--- src/rtl/seg7_scan_ctrl.sv ---
// Time-multiplexed scan controller for an N-digit 7-segment display sharing one decoder.
// Double-buffered value (shadow -> display at frame boundary), blank gaps, leading-zero blanking.
module seg7_scan_ctrl #(
    parameter int N_DIGITS     = 4,
    parameter int REFRESH_DIV  = 1000,
    parameter int BLANK_CYCLES = 2
) (
    input  logic                  clk,
    input  logic                  rst,
    input  logic                  i_enable,
    input  logic                  i_load,
    input  logic [4*N_DIGITS-1:0] i_value,
    input  logic                  i_blank_lz,
    output logic                  o_ready,
    output logic [3:0]            o_nibble,
    output logic [N_DIGITS-1:0]   o_digit_en,
    output logic                  o_blank,
    output logic                  o_frame
);

    localparam int MAX_DIV = (REFRESH_DIV > BLANK_CYCLES) ? REFRESH_DIV : BLANK_CYCLES;
    localparam int CW      = (MAX_DIV > 1) ? $clog2(MAX_DIV) : 1;
    localparam int IW      = (N_DIGITS > 1) ? $clog2(N_DIGITS) : 1;

    localparam logic [CW-1:0] BLANK_LAST = CW'(BLANK_CYCLES - 1);
    localparam logic [CW-1:0] ON_LAST    = CW'(REFRESH_DIV - 1);
    localparam logic [IW-1:0] IDX_LAST   = IW'(N_DIGITS - 1);

    typedef enum logic [1:0] {
        S_IDLE,
        S_BLANK,
        S_ON
    } state_t;

    state_t                  state_q, state_d;
    logic [IW-1:0]           idx_q, idx_d;
    logic [CW-1:0]           cnt_q, cnt_d;
    logic [4*N_DIGITS-1:0]   disp_q, disp_d;
    logic [4*N_DIGITS-1:0]   shadow_q, shadow_d;
    logic                    pending_q, pending_d;
    logic                    ready_d;
    logic [3:0]              nibble_d;
    logic [N_DIGITS-1:0]     digit_en_d;
    logic                    blank_d;
    logic                    boundary;
    logic                    commit;
    logic                    suppress;
    logic [N_DIGITS-1:0]     nonzero;

    always_ff @(posedge clk) begin
        if (rst) begin
            state_q    <= S_IDLE;
            idx_q      <= '0;
            cnt_q      <= '0;
            disp_q     <= '0;
            shadow_q   <= '0;
            pending_q  <= 1'b0;
            o_ready    <= 1'b1;
            o_nibble   <= '0;
            o_digit_en <= '0;
            o_blank    <= 1'b1;
            o_frame    <= 1'b0;
        end else begin
            state_q    <= state_d;
            idx_q      <= idx_d;
            cnt_q      <= cnt_d;
            disp_q     <= disp_d;
            shadow_q   <= shadow_d;
            pending_q  <= pending_d;
            o_ready    <= ready_d;
            o_nibble   <= nibble_d;
            o_digit_en <= digit_en_d;
            o_blank    <= blank_d;
            o_frame    <= boundary;
        end
    end

    always_comb begin
        state_d  = state_q;
        idx_d    = idx_q;
        cnt_d    = cnt_q;
        boundary = 1'b0;

        case (state_q)
            S_IDLE: begin
                if (i_enable) begin
                    state_d  = S_BLANK;
                    idx_d    = '0;
                    cnt_d    = '0;
                    boundary = 1'b1;
                end
            end
            S_BLANK: begin
                if (cnt_q == BLANK_LAST) begin
                    state_d = S_ON;
                    cnt_d   = '0;
                end else begin
                    cnt_d = cnt_q + 1'b1;
                end
            end
            S_ON: begin
                if (cnt_q == ON_LAST) begin
                    state_d = S_BLANK;
                    cnt_d   = '0;
                    if (idx_q == IDX_LAST) begin
                        idx_d    = '0;
                        boundary = 1'b1;
                    end else begin
                        idx_d = idx_q + 1'b1;
                    end
                end else begin
                    cnt_d = cnt_q + 1'b1;
                end
            end
            default: begin
                state_d = S_IDLE;
                idx_d   = '0;
                cnt_d   = '0;
            end
        endcase

        // Disable overrides any transition, including a pending frame boundary.
        if (!i_enable) begin
            state_d  = S_IDLE;
            idx_d    = '0;
            cnt_d    = '0;
            boundary = 1'b0;
        end

        commit    = pending_q && ((state_q == S_IDLE) || boundary);
        disp_d    = commit ? shadow_q : disp_q;
        shadow_d  = shadow_q;
        pending_d = commit ? 1'b0 : pending_q;
        if (i_load && !pending_q) begin
            shadow_d  = i_value;
            pending_d = 1'b1;
        end
        ready_d = !pending_d;

        // Nibble latched on slot entry from the value that will be displayed this frame.
        nibble_d = o_nibble;
        if (state_d == S_IDLE) begin
            nibble_d = '0;
        end else if ((state_d == S_BLANK) && (state_q != S_BLANK)) begin
            for (int unsigned k = 0; k < N_DIGITS; k++) begin
                if (idx_d == IW'(k)) begin
                    nibble_d = disp_d[4*k +: 4];
                end
            end
        end

        for (int unsigned k = 0; k < N_DIGITS; k++) begin
            nonzero[k] = |disp_q[4*k +: 4];
        end
        suppress = i_blank_lz && (idx_d != '0) && ((nonzero >> idx_d) == '0);

        digit_en_d = '0;
        blank_d    = 1'b1;
        if ((state_d == S_ON) && !suppress) begin
            digit_en_d = N_DIGITS'(1) << idx_d;
            blank_d    = 1'b0;
        end
    end

endmodule

--- config.mk ---
export PLATFORM = sky130hd
export DESIGN_NAME = seg7_scan_ctrl
export DESIGN_NICKNAME = d
export VERILOG_FILES = /design/src/rtl/seg7_scan_ctrl.sv
export SDC_FILE = /design/constraint.sdc
export NUM_CORES = 1
export LEC_CHECK = 0
export ABC_AREA = 1
export CAP_MARGIN = 0
export CORE_MARGIN = 2
export CORE_UTILIZATION = 49
export DETAILED_ROUTE_END_ITERATION = 8
export HOLD_SLACK_MARGIN = 0.1
export PLACE_DENSITY = 0.84
export SYNTH_ARGS = -nofsm -noshare
export SYNTH_HDL_FRONTEND = slang
export SYNTH_SLANG_ARGS = --single-unit
--- constraint.sdc ---
create_clock -name clk -period 1.8 [get_ports clk]
set_input_delay 0.54 -clock clk [delete_from_list [all_inputs] [get_ports clk]]
set_output_delay 0.54 -clock clk [all_outputs]
set_load 0.02 [all_outputs]
==> summary.txt <==
Run status
  – Outcome: finished with violations
  – Failing checks: setup timing

Synthesis
  – Sequential fraction of the synthesis area: 45.0%
  – Gate count of the mapped netlist: 350
  – Cell type contributing the most total cell area after synthesis: dfxtp_1
  – Syn Area/Cell: 7.38 sq um
  – Yosys warns: 0
  – Number of different library cells in the post-synthesis netlist: 34
  – Commonest register cell after synthesis: dfxtp_1
  – Share of the synthesized area in the top cell type: 45.0%
  – Mapped Area: 2580 sq um
  – Net count of the mapped netlist: 378
  – Dominant cells by area after synthesis: dfxtp_1 (45%), nand2_1 (11%), nor2_1 (9.6%)
  – Post-synthesis register bit count: 58
  – Async SR Flop Fraction: 0%
  – Most frequent cell after synthesis: nand2_1
  – Number of flops mapped to enable cells by yosys: 0
  – Commonest cells in the netlist: nand2_1 (76), nor2_1 (66), dfxtp_1 (58)

Timing
  – Final period demand of the worst path: 1.87 ns
  – RSZ-0062 raised after global routing: true
  – Clock tree skew after final layout: 0.0102 ns
  – Highest achievable clock rate: 535 MHz
  – Final setup violation count: 7
  – Number of max-slew violations in the final report: 0
  – Final Hold Fails: 0
  – Final clock period utilization by the worst path: 104%
  – Worst Tran Pin Value: 0.417 ns
  – Relative slew margins: 72.1%
  – Crit path setup slack, layout: -0.0691 ns

Clock network
  – Number of sinks on the clock net: 58
  – Root Driver: clkbuf_8
  – CTS tree: built
  – Total number of H-tree levels: 3
  – Inserted Clock Buffers: 9
  – Number of buffers inserted by hold repair at cts: 0
  – Longest Clk Path Bufs: 2
  – Skew-Pair Late Insertion Delay: 0.34 ns
  – Clock slew at the register clock pins of the worst setup and hold paths: 0.07 ns

Global routing
  – Vias in the first global route: 2603
  – Met1 demand-to-capacity share in global routing: 26.4%
  – Global-route track usage on met3: 6.40%
  – Total global-route track usage: 23.3%
  – Global-route wire length before repair: 10900 um
  – Pin count of the biggest net entering global routing: 20
  – Most heavily used metal layer in global routing: met2
  – Initial antenna violation count: 0
  – Global route overflow: 0
  – Global-route met2 utilization: 39.9%

Worst setup path
  – Critical-path cell with the highest stage delay: dfxtp_2
  – Worst setup path category: flop to flop
  – Cell family with most CP delay: simple AND/OR/NAND/NOR gates
  – FF-to-FF Start: cnt_q[1]
  – CP Buf/Inv Count: 2
  – Origin of the worst setup path: cnt_q[1]
  – Ordered list of cells on the worst path: ha_4, nand2_4, nor2_4, buf_4, nand3_1, nand2_2, nand2_2, nand2_4, a21oi_2, buf_4, nand2_1, nand2_1, nor2_1, nor2_1
  – Data required time at the worst endpoint: 2.04 ns
  – Critical path startpoint category: flop
  – Data arrival at the endpoint of the critical path: 2.10 ns
  – Top fanout value on the critical path: 5
  – Critical path endpoint category: flop
  – Slowest cell delay on critical path: 0.37 ns

Cells and area
  – Relative area change from synthesis to final layout: 42.1%
  – FF+latch area: 1170 sq um
  – Number of inserted diodes: 0
  – Layout filler cell count: 391
  – Net count reported at finish: 456
  – Multi-input gate area in the final layout: 1490 sq um
  – Share of final-layout standard cells stronger than drive strength 1: 28.6%

Floorplan
  – Standard-cell rows: 26
  – Starting utilization of the core area: 50.6%
  – Placeable Area: 5110 sq um
  – Chip width: 76.6 um
  – Die outline area: 5870 sq um
  – Y dimension of the die: 76.6 um
  – I/O pins: 32

Drt
  – Detailed-route wire length: 6900 um
  – Drt initial violations: 196
  – Detailed-router iteration count before antenna repair: 4
  – Number of nets still failing antenna checks after routing: 0
  – WL per Instance: 13.7 um
  – Via density per instance: 5.11
  – Vias after detailed routing: 2570
  – DRC violations left: 0

Placement
  – Number of buffer cells added on primary ports: 31
  – DP Worst Slack: -0.287 ns
  – Gpl congestion: 0.883
  – Post-detailed-placement half-perimeter wirelength: 4340 um

Pwr
  – Cell area power density: 743 nW/um^2
  – IR drop worst, VDD: 0.637 mV
  – Leakage power total: 1.67 nW
  – PnR Total Power: 2.73 mW

Flow run
  – Maximum Capacitance Violations: 0

Hold path
  – Start point of the worst min-delay path: shadow_q[6]
  – Class of the tightest hold or removal check: flop to flop
## layout make-up
cell class,count,area share [%]
multi-input cells,256,40.5
inverters,27,2.76
flip-flops and latches,58,31.8
clock inverters,5,0.818
clock buffers,11,3.85
repair buffers,76,17.8
well taps,70,2.39
## metrics by stage
stage / std cells / utilization, % / instance area (sq um) / setup TNS, ns / hold WS [ns]
finish: 503 / 71.9 / 3670 / -0.237 / 0.484
global route: 503 / 71.9 / 3670 / -1.31 / 0.498
CTS: 499 / 67.6 / 3450 / -0.00912 / 0.478
detailed placement: 478 / 62.8 / 3210 / -3.98 / 0.469
global placement: 478 / 62.8 / 3210 / -2.44 / 0.464
floorplan: 350 / - / 2580 / 0 / 0.429
## layer usage
metal  part of all wire [%]  vias up
met3                    3.4       14
met2                     53       66
li1                       -     1279
met4                    1.9        0
met1                     42     1211
met5                      0        -
## logic make-up (layout without fill, tap and decap cells)
kind of cell	Yosys count	count (layout)	synth area share, %
AO/OA/AOI/OAI	45	45	9.98
XOR/XNOR	6	6	2.03
adder cells (fa/ha/maj)	7	7	3.39
buffers and inverters	36	119	5.67
flip-flops	58	58	45.0
AND/OR/NAND/NOR	198	198	34.0
## power breakdown
group	switching [mW]	total [mW]	leakage (nW)	internal [mW]
combinational	0.171	0.311	1.11	0.140
sequential	0.0309	1.37	0.475	1.33
clock	0.520	1.05	0.0851	0.529
## final timing paths
path,end,slack [ns],cells after the start
hold / removal,shadow_q[6],0.48,2
hold reg to reg,shadow_q[6],0.48,2
setup reg to reg,o_nibble[2],-0.07,14
setup / recovery,o_nibble[2],-0.07,14
## cell usage in the layout, fill, tap and decap left out, types with 4 or more instances in the layout
| master | synthesis | final |
|---|---|---|
| nand2_2 | 11 | 18 |
| clkdlybuf4s50_1 | 0 | 20 |
| nand2_4 | 1 | 6 |
| nand3_2 | 2 | 9 |
| nand2_1 | 76 | 63 |
| clkbuf_8 | 0 | 10 |
| inv_2 | 3 | 5 |
| dlygate4sd2_1 | 0 | 7 |
| xor2_1 | 5 | 5 |
| dfxtp_1 | 58 | 54 |
| nand3_1 | 27 | 19 |
| o21ai_1 | 1 | 4 |
| nor2_1 | 66 | 62 |
| a21oi_1 | 18 | 16 |
| nor2_4 | 2 | 6 |
| o21ai_0 | 20 | 17 |
| dlymetal6s2s_1 | 0 | 4 |
| inv_1 | 22 | 21 |
| buf_4 | 1 | 44 |
## registers in the layout, indices dropped and copies added, names as in the netlist
register    flops
idx_q           2
o_blank         1
o_nibble        4
o_digit_en      4
shadow_q       16
state_q         2
disp_q         16
o_ready         1
pending_q       1
cnt_q          10
o_frame         1
## repair_timing
action | in CTS | in global routing
gates cloned | 0 | 0
gates resized for setup | 19 | 52
pin swaps | 5 | 12
setup buffers | 5 | 4
setup endpoints to repair | 19 | 15
## worst min-delay path, stage by stage, from the launching register on
cell,delay (ns)
dfxtp_1,0.30
inv_1,0.08
a21oi_1,0.06
Power figures use the tool's default switching activity.
==> RTL change (same settings) <==
Re-encode `state_t` (3 states) as one-hot, 3 bits wide.
--- a/src/rtl/seg7_scan_ctrl.sv
+++ b/src/rtl/seg7_scan_ctrl.sv
@@ -26,10 +26,10 @@
     localparam logic [CW-1:0] ON_LAST    = CW'(REFRESH_DIV - 1);
     localparam logic [IW-1:0] IDX_LAST   = IW'(N_DIGITS - 1);
 
-    typedef enum logic [1:0] {
-        S_IDLE,
-        S_BLANK,
-        S_ON
+    typedef enum logic [2:0] {
+        S_IDLE  = 3'b001,
+        S_BLANK = 3'b010,
+        S_ON    = 3'b100
     } state_t;
 
     state_t                  state_q, state_d;
Check against the original RTL: same outputs for any inputs over 10 cycles, from zero or initial values and one cycle with rst high; not proved beyond that.
==> RTL change against the unedited design <==
- sequential cell count increased by 1
- total power up 17%
- area after synthesis grew 2.4%
- wire length decreased by 4.6%
- count of clock-buffer cells in the layout grew 2
- setup slack improved by 0.085 ns
- hold slack lost 0.013 ns
- design area down 1.2%
- die area rose by 2.3%
- maximum frequency up 4.7%
- critical path type unchanged
- highest routed layer unchanged
==> RTL change: results (changes against the unedited design) <==
Final Cycle Share 99.1% (-4.7 points); Pint 0.00234 W (+17%); Non-Filler Instances 490 (-2.6%); Place WS -0.431 ns (-0.145 ns); maximum vdd drop 0.837 mV (+31%); drt first pass iters 5 (+1); Mapped Nets 371 (-1.9%); Pleak 1.66 nW (-0.85%); DRT iter0 DRCs 167 (-15%); final net count 439 (-3.7%); wirelength, routed 6590 um (-4.6%); hold wc startpoint disp_q[3]$_SDFF_PP0_; sequential share of the synthesized area 44.7% (-0.29 points); Cell variety after synth 30 (-12%); most common library cells after synthesis nor2_1, dfxtp_1, nand2_1, inv_1, nand3_1; clk_skew 0.00990 ns (-0.000255 ns); Adder-Cell Fraction of Synth Area 1.42% (-2.0 points); # placed instances 468 (-2.1%); vias in the first global route 2258 (-13%); relative slew slack 63.5% (-8.7 points); Mapped Cells 347 (-0.86%); fillers 393 (+0.51%); outcome completed; largest net degree at the start of global routing 21 (+5.0%); hold_ws 0.471 ns (-0.0135 ns); Placer Congestion 0.902 (+2.1%); Compound-Gate Fraction of Synth Area 9.42% (-0.56 points); GR Util All Layers 21.1% (-2.2 points)
RTL change: timing repair:
action,4_1_cts,5_1_grt
buffers inserted,0,2
endpoints found under the setup margin,12,16
cloned,1,3
pin swaps,2,18
resized for setup,10,34
RTL change: area by class of cell:
class	count	area, sq um	share of cell area (%)
inverter	36	135	3.73
clock inverter	3	45.0	1.24
clock buffer	13	169	4.66
tap	70	87.6	2.42
sequential	59	1190	32.8
multi-input combinational	245	1390	38.5
timing repair buffer	64	606	16.7
RTL change: layer usage:
metal | vias to the layer above | wire length [um] | GRT usage [%]
met5 | - | 0 | 0
met4 | 0 | 227 | 11.3
met3 | 22 | 324 | 5.70
met2 | 87 | 3170 | 33.7
met1 | 1155 | 2860 | 26.0
li1 | 1249 | - | -
RTL change: power groups by stage:
stage	clock network, W	registers (W)	logic [W]
finish	0.00128	0.00142	0.000501
global route	0.00136	0.00142	0.000544
CTS	0.00130	0.00141	0.000438
detailed placement	0	0.00144	0.000423
global placement	0	0.00144	0.000411
floorplan	0	0.00144	0.000254
